--- config.mk ---
export PLATFORM = sky130hd
export DESIGN_NAME = td_alu_sequencer_flat
export DESIGN_NICKNAME = d
export VERILOG_FILES = /design/src/rtl/td_alu_sequencer_if.sv /design/src/rtl/td_alu_sequencer.sv /design/src/flat_wrapper.sv
export SDC_FILE = /design/constraint.sdc
export NUM_CORES = 1
export LEC_CHECK = 0
export BUFFER_PORTS_ARGS = -buffer_cell sky130_fd_sc_hd__buf_2
export CAP_MARGIN = 20
export CORE_MARGIN = 2
export CORE_UTILIZATION = 25
export CTS_CLUSTER_SIZE = 20
export DETAILED_ROUTE_END_ITERATION = 16
export PLACE_DENSITY = 0.39
export SYNTH_ARGS = -nofsm -noshare
export SYNTH_HDL_FRONTEND = slang
export SYNTH_SLANG_ARGS = --single-unit
--- constraint.sdc ---
create_clock -name clk_i -period 3.12 [get_ports clk_i]
set_input_delay 0.468 -clock clk_i [delete_from_list [all_inputs] [get_ports clk_i]]
set_output_delay 0.468 -clock clk_i [all_outputs]
set_load 0.005 [all_outputs]
--- src/rtl/td_alu_sequencer_if.sv ---
// Request, ALU drive and response signals of the time-domain ALU sequencer.
interface td_alu_sequencer_if #(
    parameter int W = 4
);
    logic         req_valid_i;
    logic         req_ready_o;
    logic [2:0]   req_op_i;
    logic [W-1:0] req_a_i;
    logic [W-1:0] req_b_i;
    logic         alu_a_o;
    logic         alu_b_o;
    logic [2:0]   alu_op_o;
    logic         alu_y_i;
    logic         rsp_valid_o;
    logic         rsp_ready_i;
    logic [W-1:0] rsp_result_o;
    logic [2:0]   rsp_op_o;
    logic         rsp_timeout_o;
    logic         busy_o;

    modport slave (
        input  req_valid_i, req_op_i, req_a_i, req_b_i, alu_y_i, rsp_ready_i,
        output req_ready_o, alu_a_o, alu_b_o, alu_op_o, rsp_valid_o,
               rsp_result_o, rsp_op_o, rsp_timeout_o, busy_o
    );

    modport master (
        output req_valid_i, req_op_i, req_a_i, req_b_i, alu_y_i, rsp_ready_i,
        input  req_ready_o, alu_a_o, alu_b_o, alu_op_o, rsp_valid_o,
               rsp_result_o, rsp_op_o, rsp_timeout_o, busy_o
    );
endinterface

--- src/rtl/td_alu_sequencer.sv ---
// Drives one op through a time-domain ALU and measures the returned edge timing.
// Latency: response valid SETUP_CYC + 2^W + 2 cycles after the accepting edge.
// Backpressure: one request in flight; result held until rsp_ready_i, no queuing.
module td_alu_sequencer #(
    parameter int W         = 4,
    parameter int SETUP_CYC = 2
) (
    input  logic              clk_i,
    input  logic              rst_i,
    td_alu_sequencer_if.slave bus
);
    localparam int CW = ((W + 1) > $clog2(SETUP_CYC + 1)) ? (W + 1) : $clog2(SETUP_CYC + 1);
    localparam logic [CW-1:0] SETUP_LAST = CW'(SETUP_CYC - 1);
    localparam logic [CW-1:0] FIRE_LAST  = CW'((2 ** W) + 1);
    localparam logic [CW-1:0] EVAL_START = CW'(2);

    typedef enum logic [1:0] {IDLE, SETUP, FIRE, RESP} state_t;

    state_t        state, state_nxt;
    logic [CW-1:0] cnt, cnt_nxt;
    logic          accept;
    logic          y_m, y_s;
    logic [W-1:0]  a_q, b_q;
    logic [2:0]    op_q;
    logic          alu_a, alu_b;
    logic          found;
    logic [W-1:0]  result;
    logic          timeout;
    logic [W-1:0]  t_evt;
    logic          eval, last, first_hit, width_hit, timeout_nxt;

    always_ff @(posedge clk_i or posedge rst_i) begin
        if (rst_i) begin
            state <= IDLE;
            cnt   <= '0;
        end else begin
            state <= state_nxt;
            cnt   <= cnt_nxt;
        end
    end

    always_comb begin
        state_nxt       = state;
        cnt_nxt         = cnt;
        accept          = 1'b0;
        bus.req_ready_o = (state == IDLE) && !rst_i;
        bus.busy_o      = (state != IDLE);
        bus.rsp_valid_o = (state == RESP);
        case (state)
            IDLE: begin
                if (bus.req_valid_i && !rst_i) begin
                    accept    = 1'b1;
                    state_nxt = SETUP;
                    cnt_nxt   = '0;
                end
            end
            SETUP: begin
                if (cnt == SETUP_LAST) begin
                    state_nxt = FIRE;
                    cnt_nxt   = '0;
                end else begin
                    cnt_nxt = cnt + CW'(1);
                end
            end
            FIRE: begin
                if (cnt == FIRE_LAST) begin
                    state_nxt = RESP;
                    cnt_nxt   = '0;
                end else begin
                    cnt_nxt = cnt + CW'(1);
                end
            end
            RESP: begin
                if (bus.rsp_ready_i) state_nxt = IDLE;
            end
            default: state_nxt = IDLE;
        endcase
    end

    // y_s lags the ALU by two cycles, so the event time is cnt - 2
    always_comb begin
        t_evt       = W'(cnt - EVAL_START);
        eval        = (state == FIRE) && (cnt >= EVAL_START);
        last        = (state == FIRE) && (cnt == FIRE_LAST);
        first_hit   = 1'b0;
        width_hit   = 1'b0;
        timeout_nxt = 1'b0;
        case (op_q)
            3'd0, 3'd1, 3'd4, 3'd5: begin
                first_hit   = eval && !found && y_s;
                timeout_nxt = !(found || first_hit);
            end
            3'd2: begin
                first_hit   = eval && !found && !y_s;
                timeout_nxt = !(found || first_hit);
            end
            3'd3:    width_hit   = eval && y_s;
            default: timeout_nxt = 1'b1;
        endcase
    end

    always_ff @(posedge clk_i or posedge rst_i) begin
        if (rst_i) begin
            y_m     <= 1'b0;
            y_s     <= 1'b0;
            a_q     <= '0;
            b_q     <= '0;
            op_q    <= '0;
            alu_a   <= 1'b0;
            alu_b   <= 1'b0;
            found   <= 1'b0;
            result  <= '0;
            timeout <= 1'b0;
        end else begin
            y_m   <= bus.alu_y_i;
            y_s   <= y_m;
            // edges are registered against the count of the cycle they appear in
            alu_a <= (state_nxt == FIRE) && (cnt_nxt >= CW'(a_q));
            alu_b <= (state_nxt == FIRE) && (cnt_nxt >= CW'(b_q));
            if (accept) begin
                a_q     <= bus.req_a_i;
                b_q     <= bus.req_b_i;
                op_q    <= bus.req_op_i;
                found   <= 1'b0;
                result  <= '0;
                timeout <= 1'b0;
            end
            if (first_hit) begin
                found  <= 1'b1;
                result <= t_evt;
            end
            if (width_hit && (result != {W{1'b1}})) result <= result + W'(1);
            if (last) timeout <= timeout_nxt;
        end
    end

    assign bus.alu_a_o       = alu_a;
    assign bus.alu_b_o       = alu_b;
    assign bus.alu_op_o      = op_q;
    assign bus.rsp_op_o      = op_q;
    assign bus.rsp_result_o  = result;
    assign bus.rsp_timeout_o = timeout;
endmodule

--- src/flat_wrapper.sv ---
// flat-port wrapper written by rule: the top's interface ports become plain ports
module td_alu_sequencer_flat 
#(
    parameter int W         = 4,
    parameter int SETUP_CYC = 2
)
  (clk_i, rst_i, bus_req_valid_i, bus_req_op_i, bus_req_a_i, bus_req_b_i, bus_alu_y_i, bus_rsp_ready_i, bus_req_ready_o, bus_alu_a_o, bus_alu_b_o, bus_alu_op_o, bus_rsp_valid_o, bus_rsp_result_o, bus_rsp_op_o, bus_rsp_timeout_o, bus_busy_o);
  td_alu_sequencer_if #(.W(W)) bus_i ();
  input  logic clk_i;
  input  logic rst_i;
  input wire logic [$bits(bus_i.req_valid_i)-1:0] bus_req_valid_i;
  input wire logic [$bits(bus_i.req_op_i)-1:0] bus_req_op_i;
  input wire logic [$bits(bus_i.req_a_i)-1:0] bus_req_a_i;
  input wire logic [$bits(bus_i.req_b_i)-1:0] bus_req_b_i;
  input wire logic [$bits(bus_i.alu_y_i)-1:0] bus_alu_y_i;
  input wire logic [$bits(bus_i.rsp_ready_i)-1:0] bus_rsp_ready_i;
  output wire logic [$bits(bus_i.req_ready_o)-1:0] bus_req_ready_o;
  output wire logic [$bits(bus_i.alu_a_o)-1:0] bus_alu_a_o;
  output wire logic [$bits(bus_i.alu_b_o)-1:0] bus_alu_b_o;
  output wire logic [$bits(bus_i.alu_op_o)-1:0] bus_alu_op_o;
  output wire logic [$bits(bus_i.rsp_valid_o)-1:0] bus_rsp_valid_o;
  output wire logic [$bits(bus_i.rsp_result_o)-1:0] bus_rsp_result_o;
  output wire logic [$bits(bus_i.rsp_op_o)-1:0] bus_rsp_op_o;
  output wire logic [$bits(bus_i.rsp_timeout_o)-1:0] bus_rsp_timeout_o;
  output wire logic [$bits(bus_i.busy_o)-1:0] bus_busy_o;
  assign bus_i.req_valid_i = bus_req_valid_i;
  assign bus_i.req_op_i = bus_req_op_i;
  assign bus_i.req_a_i = bus_req_a_i;
  assign bus_i.req_b_i = bus_req_b_i;
  assign bus_i.alu_y_i = bus_alu_y_i;
  assign bus_i.rsp_ready_i = bus_rsp_ready_i;
  assign bus_req_ready_o = bus_i.req_ready_o;
  assign bus_alu_a_o = bus_i.alu_a_o;
  assign bus_alu_b_o = bus_i.alu_b_o;
  assign bus_alu_op_o = bus_i.alu_op_o;
  assign bus_rsp_valid_o = bus_i.rsp_valid_o;
  assign bus_rsp_result_o = bus_i.rsp_result_o;
  assign bus_rsp_op_o = bus_i.rsp_op_o;
  assign bus_rsp_timeout_o = bus_i.rsp_timeout_o;
  assign bus_busy_o = bus_i.busy_o;
  td_alu_sequencer #(.W(W), .SETUP_CYC(SETUP_CYC)) u_core (.clk_i(clk_i), .rst_i(rst_i), .bus(bus_i));
endmodule
Yosys cells after proc, flatten, opt, wreduce, memory -nomap -nowiden. Cells that the tools add are included. Widths: inputs -> output; s select.

Bits in registers: 28. Bits in latches: 0. Bits in writable memories: 0. ROM bits: 0. Input bits: 16. Output and inout bits: 16. Word-level logic and storage cells: 75. Memories kept: 0.

$add $sub $neg: 3. $mul: 0. Divide/modulo/power cells: 0. $lt $le $gt $ge: 3. Eq/ne operators: 12. Shift operators: 0. Multiplexer cells: 20. Bitwise logic cells: 0. Reduce and logical (&&, ||, !) cells: 25.

Operator list (number): $mux 5 (3); $pmux 5 s3 (1); $mux 4 (3); $logic_and 1x1->1 (11); $ge 5x4->1 (2); $mux 2 (4); $pmux 2 s4 (1); $eq 2x2->1 const B (3); $eq 3x2->1 const B (2); $eq 3x3->1 const B (2); $mux 1 (6); $reduce_bool 2->1 (3); $add 5x1->5 const B (1); $eq 5x1->1 const B (1); $eq 5x5->1 const B (1); $ge 5x2->1 const B (1); $logic_not 1->1 (5); $add 4x1->4 const B (1); $ne 4x4->1 const B (1); $reduce_or 4->1 (1); $sub 4x2->4 const B (1); $eq 3x1->1 const B (1); $logic_not 3->1 (1); $pmux 1 s3 (1); 5 further kinds (6).

Logic depth before layout (Yosys ltp).
Depth in word-level cells: 8. Mapped depth: 12. Mapped depth without buffers: 12.

Worst setup path after synthesis. OpenSTA, ideal clock, no wires.

Path type: in2reg. From: input port rst_i. To: register u_core.alu_a (netlist: u_core.bus.alu_a_o). Setup time: 0.122 ns. Data arrival time: 2.405 ns. Required time: 2.998 ns. Path slack: 0.592 ns. Stages on the path: 10. Path buffers: 0. Cell sequence: inv_1 > nand2_1 > a21oi_1 > o21ai_1 > a21o_1 > ha_1 > o21ai_0 > a21oi_1 > nor2_1 > a21oi_1.

Word-level cells in the longest chain between the ends: 6. Elaborated cells between the ends (all ways): 9. Those cells by class: order compare: 1; eq/ne: 1; mux: 4; reduce/logical: 3.

Ends and longest elaborated chain: from (decl) (RTL line flat_wrapper.sv:10) `input logic rst_i;`; $logic_not 1->1 (RTL line td_alu_sequencer.sv:51) `if (bus.req_valid_i && !rst_i) begin`; $logic_and 1x1->1 (RTL line td_alu_sequencer.sv:51); $mux 5 (RTL line td_alu_sequencer.sv:51); $pmux 5 s3 (RTL line td_alu_sequencer.sv:49) `case (state)`; via u_core.cnt_nxt[2] (RTL line td_alu_sequencer.sv:20) `logic [CW-1:0] cnt, cnt_nxt;`; $ge 5x4->1 (RTL line td_alu_sequencer.sv:118) `alu_a <= (state_nxt == FIRE) && (cnt_nxt >= CW'(a_q));`; $logic_and 1x1->1 (RTL line td_alu_sequencer.sv:118); to (signal assigned) (RTL line td_alu_sequencer.sv:118); to (decl) (RTL line td_alu_sequencer.sv:25) `logic alu_a, alu_b;`.

The timed path passes the listed nets, and every way through them passes these cells. A chain may end at the register's enable or synchronous reset.

Worst setup path after layout.
From: register u_core.cnt[1]. To: register u_core.alu_b (netlist: u_core.bus.alu_b_o).

Word-level cells in the longest chain between the ends: 5. Elaborated cells between the ends (all ways): 13. Those cells by class: add/sub: 1; order compare: 1; eq/ne: 3; mux: 7; reduce/logical: 1.

Ends and longest elaborated chain: from (decl) (RTL line td_alu_sequencer.sv:20); from (signal assigned) (RTL line td_alu_sequencer.sv:38) `cnt <= cnt_nxt;`; $add 5x1->5, or another cell as far along (RTL line td_alu_sequencer.sv:62, td_alu_sequencer.sv:70); $mux 5, on equally long branches (RTL line td_alu_sequencer.sv:66, td_alu_sequencer.sv:58); $pmux 5 s3 (*) (RTL line td_alu_sequencer.sv:49); via u_core.cnt_nxt[3] (RTL line td_alu_sequencer.sv:20); $ge 5x4->1 (*) (RTL line td_alu_sequencer.sv:119) `alu_b <= (state_nxt == FIRE) && (cnt_nxt >= CW'(b_q));`; $logic_and 1x1->1 (*) (RTL line td_alu_sequencer.sv:119); to (signal assigned) (RTL line td_alu_sequencer.sv:119); to (decl) (RTL line td_alu_sequencer.sv:25).

Mark *: on every way through the listed nets, which the timed path passes. The rest lies on a longest branch.

==> impl_results.md <==
* Layout Cells excl Fill at 290
* Max clock buf depth at 2
* Period utilisation layout at 86.7%
* Syn nets at 212
* Critical path peak fanout at 6
* IO Pins at 32
* Clock Sinks at 28
* Fmax at 370 MHz
* Core area at 6420 sq um
* CTS root buffer: clkbuf_8
* Vias in the first global route at 1,284
* Clk pin slew, worst setup/hold paths at 0.10 ns
* Leak at 0.970 nW
* Synthesized instance count at 182
* Clock Latency Late Sink at 0.28 ns
* Drt wl/cell at 12.7 microns
* Ys Warns at 0
* Max IR drop VDD at 336 uV
* Number of DRC markers in iteration 0 at 33
* WP data arrival at 2.92 ns
* Measured slew at the worst slew-check pin at 0.499 ns
* Post-CTS resize count at 0
* Die W at 86.2 microns
* PnR Total Power at 1.75 mW
* Status: completed
* Cell area power density at 883 nW/um^2
* PortBufs at 31
* Die Y at 86.2 microns
* Die Area at 7420 sq um
* Mapped Area at 1690 sq um
* CTS HTree Levels at 1
* CTS tree: yes
* Post-CTS setup buffers at 0
* Max Cap Viol at 0
* Hold WC Path Type: input pin to asynchronous set/reset pin
* Top FF cell, synth: dfrtp_1
* Clk_skew at 0.00367 ns
* Share of cells above drive strength 1 at 24.4%
* Initial core utilization at 26.3%
* Antenna violations before repair at 0
* Vias per cell at 4.66
* Global route overflow at 0
* Total CTS buffers at 3
* GPL Wtd Cong at 0.757
* Detailed Route WL at 3.69 mm
* Final count of negative-setup-slack endpoints at 0
* Gr usage total at 10.7%
* CP Launch Type: register
* Share of the synthesized area in the top cell type at 41.5%
* Avg Cell Area, Syn at 9.27 sq um
* Syn-to-layout area delta at 17.3%
* Ys async rst share at 100%
* Distinct cell type count after synthesis at 46
* Antenna cells at 0
* First-pass GRT wire length at 6.22 mm
* Setup TNS at 0 ns
* Hold Buf Count CTS at 0
* RSZ-0062 raised after global routing: false
* Max_slew headroom at 66.5%
* Number of remaining DRC errors at 0
* # rows at 29
* Layout Nets at 244
* Final HPWL DP at 2.83 mm
* Drt pass-1 iters at 4
* Antenna-violating nets left at 0
* Max Slew Vio Count at 0
* Biggest area consumer among synthesized cells: dfrtp_1
* Post-synth EDFFs at 0
* Final min period at 2.70 ns
* Synth area leaders: dfrtp_1 42%, ha_1 10%, nand2_1 6.0%, inv_1 4.4%, o21ai_0 4.4%
* Crit path required time at 3.33 ns
* Register area share after synthesis at 41.5%
* Placed insts at 286
* Largest net degree at the start of global routing at 30
* Critical path class: register to register
* Routed vias at 1,350
* Critical Path End Type: register
* Seq cells post-synth at 28
* Final-report hold violation count at 0
critical path, cell delays in order, from the launching register on:
cell and delay [ns]:
dfrtp_1 0.44, inv_1 0.13, ha_1 0.16, or3b_1 0.38, nor2_1 0.17, a2bb2oi_2 0.28, or3_1 0.15, o221ai_1 0.18
ha_1 0.34, o21ai_0 0.07, a21oi_1 0.14, nor2_1 0.06, a21oi_1 0.13
cell usage after synthesis (3+ instances only):
| master | instances |
|---|---|
| a21oi_1 | 13 |
| buf_4 | 3 |
| dfrtp_1 | 28 |
| o21ai_0 | 15 |
| nor2_1 | 13 |
| nand3_1 | 5 |
| ha_1 | 14 |
| inv_1 | 20 |
| nand2_1 | 27 |
sequential cells by signal (all words and copies together) (netlist names):
signal,flops
u_core.a_q,4
u_core.found,1
u_core.y_s,1
u_core.bus.rsp_timeout_o,1
u_core.bus.rsp_result_o,4
u_core.cnt,5
u_core.bus.alu_a_o,1
u_core.bus.alu_op_o,3
u_core.b_q,4
u_core.bus.alu_b_o,1
u_core.y_m,1
u_core.state,2
final cells by class:
type | count | area [sq um]
clock buffers | 3 | 41.3
clock inverters | 1 | 30.0
fillers | 687 | 4440
inverters | 20 | 75.1
multi-input cells | 127 | 860
flip-flops and latches | 28 | 701
well taps | 77 | 96.3
repair buffers | 34 | 178
per-layer routing:
layer	GRT usage [%]	share of wire (%)
met5	0	0
met4	2.60	0.65
met3	2.60	2.8
met2	18.4	50
met1	13.6	46
power breakdown:
group          internal, mW  switching [mW]  total [mW]
Combinational         0.369           0.445       0.814
Clock                 0.172           0.121       0.293
Sequential            0.494           0.148       0.643
worst paths after layout:
check / slack [ns] / end / startpoint / cells after the start
min in group clk_i: 0.29 / u_core.y_m$_DFF_PP0_ / bus_alu_y_i / 1
worst max register to register: 0.42 / u_core.bus.alu_b_o$_DFF_PP0_ / u_core.cnt[1]$_DFF_PP0_ / 12
max in group asynchronous: 2.55 / u_core.y_m$_DFF_PP0_ / rst_i / 3
worst max-delay path: 0.42 / u_core.bus.alu_b_o$_DFF_PP0_ / u_core.cnt[1]$_DFF_PP0_ / 12
worst min-delay path: 0.28 / u_core.bus.rsp_result_o[1]$_DFFE_PP0P_ / rst_i / 3
worst min register to register: 0.36 / u_core.y_s$_DFF_PP0_ / u_core.y_m$_DFF_PP0_ / 0
stage by stage:
step	hold slack [ns]	instance area [sq um]	setup slack (ns)	utilization, %
3_5_place_dp	0.341	1910	0.409	29.7
2_1_floorplan	0.331	1690	0.592	-
5_1_grt	0.268	1980	0.113	30.8
6_report	0.284	1980	0.416	30.8
4_1_cts	0.270	1980	0.376	30.8
3_3_place_gp	0.337	1910	0.422	29.7
kinds of logic (layout without fill, tap and decap cells):
kind of cell    Yosys count  in the layout  synth area share, %
mux                       1              1                0.667
flops                    28             28                 41.5
fa+ha+maj                14             14                 10.4
xor+xnor                  1              1                0.519
simple gates             65             65                 20.5
compound gates           46             46                 18.9
buf+inv                  27             58                 7.56
cells in the final DEF, fill, tap and decap left out, types with 2 or more instances in the layout:
master    netlist  routed
inv_1          20      20
dfrtp_1        28      28
o32ai_1         2       2
nand2_1        27      27
nand3_1         5       5
buf_2           0      31
o21ai_0        15      15
a21o_1          2       2
a21oi_1        13      13
nor3b_1         2       2
nor2_1         13      13
buf_4           3       3
o31ai_1         2       2
clkbuf_8        0       3
ha_1           14      14
and2b_2         2       2
Power figures use the tool's default switching activity.
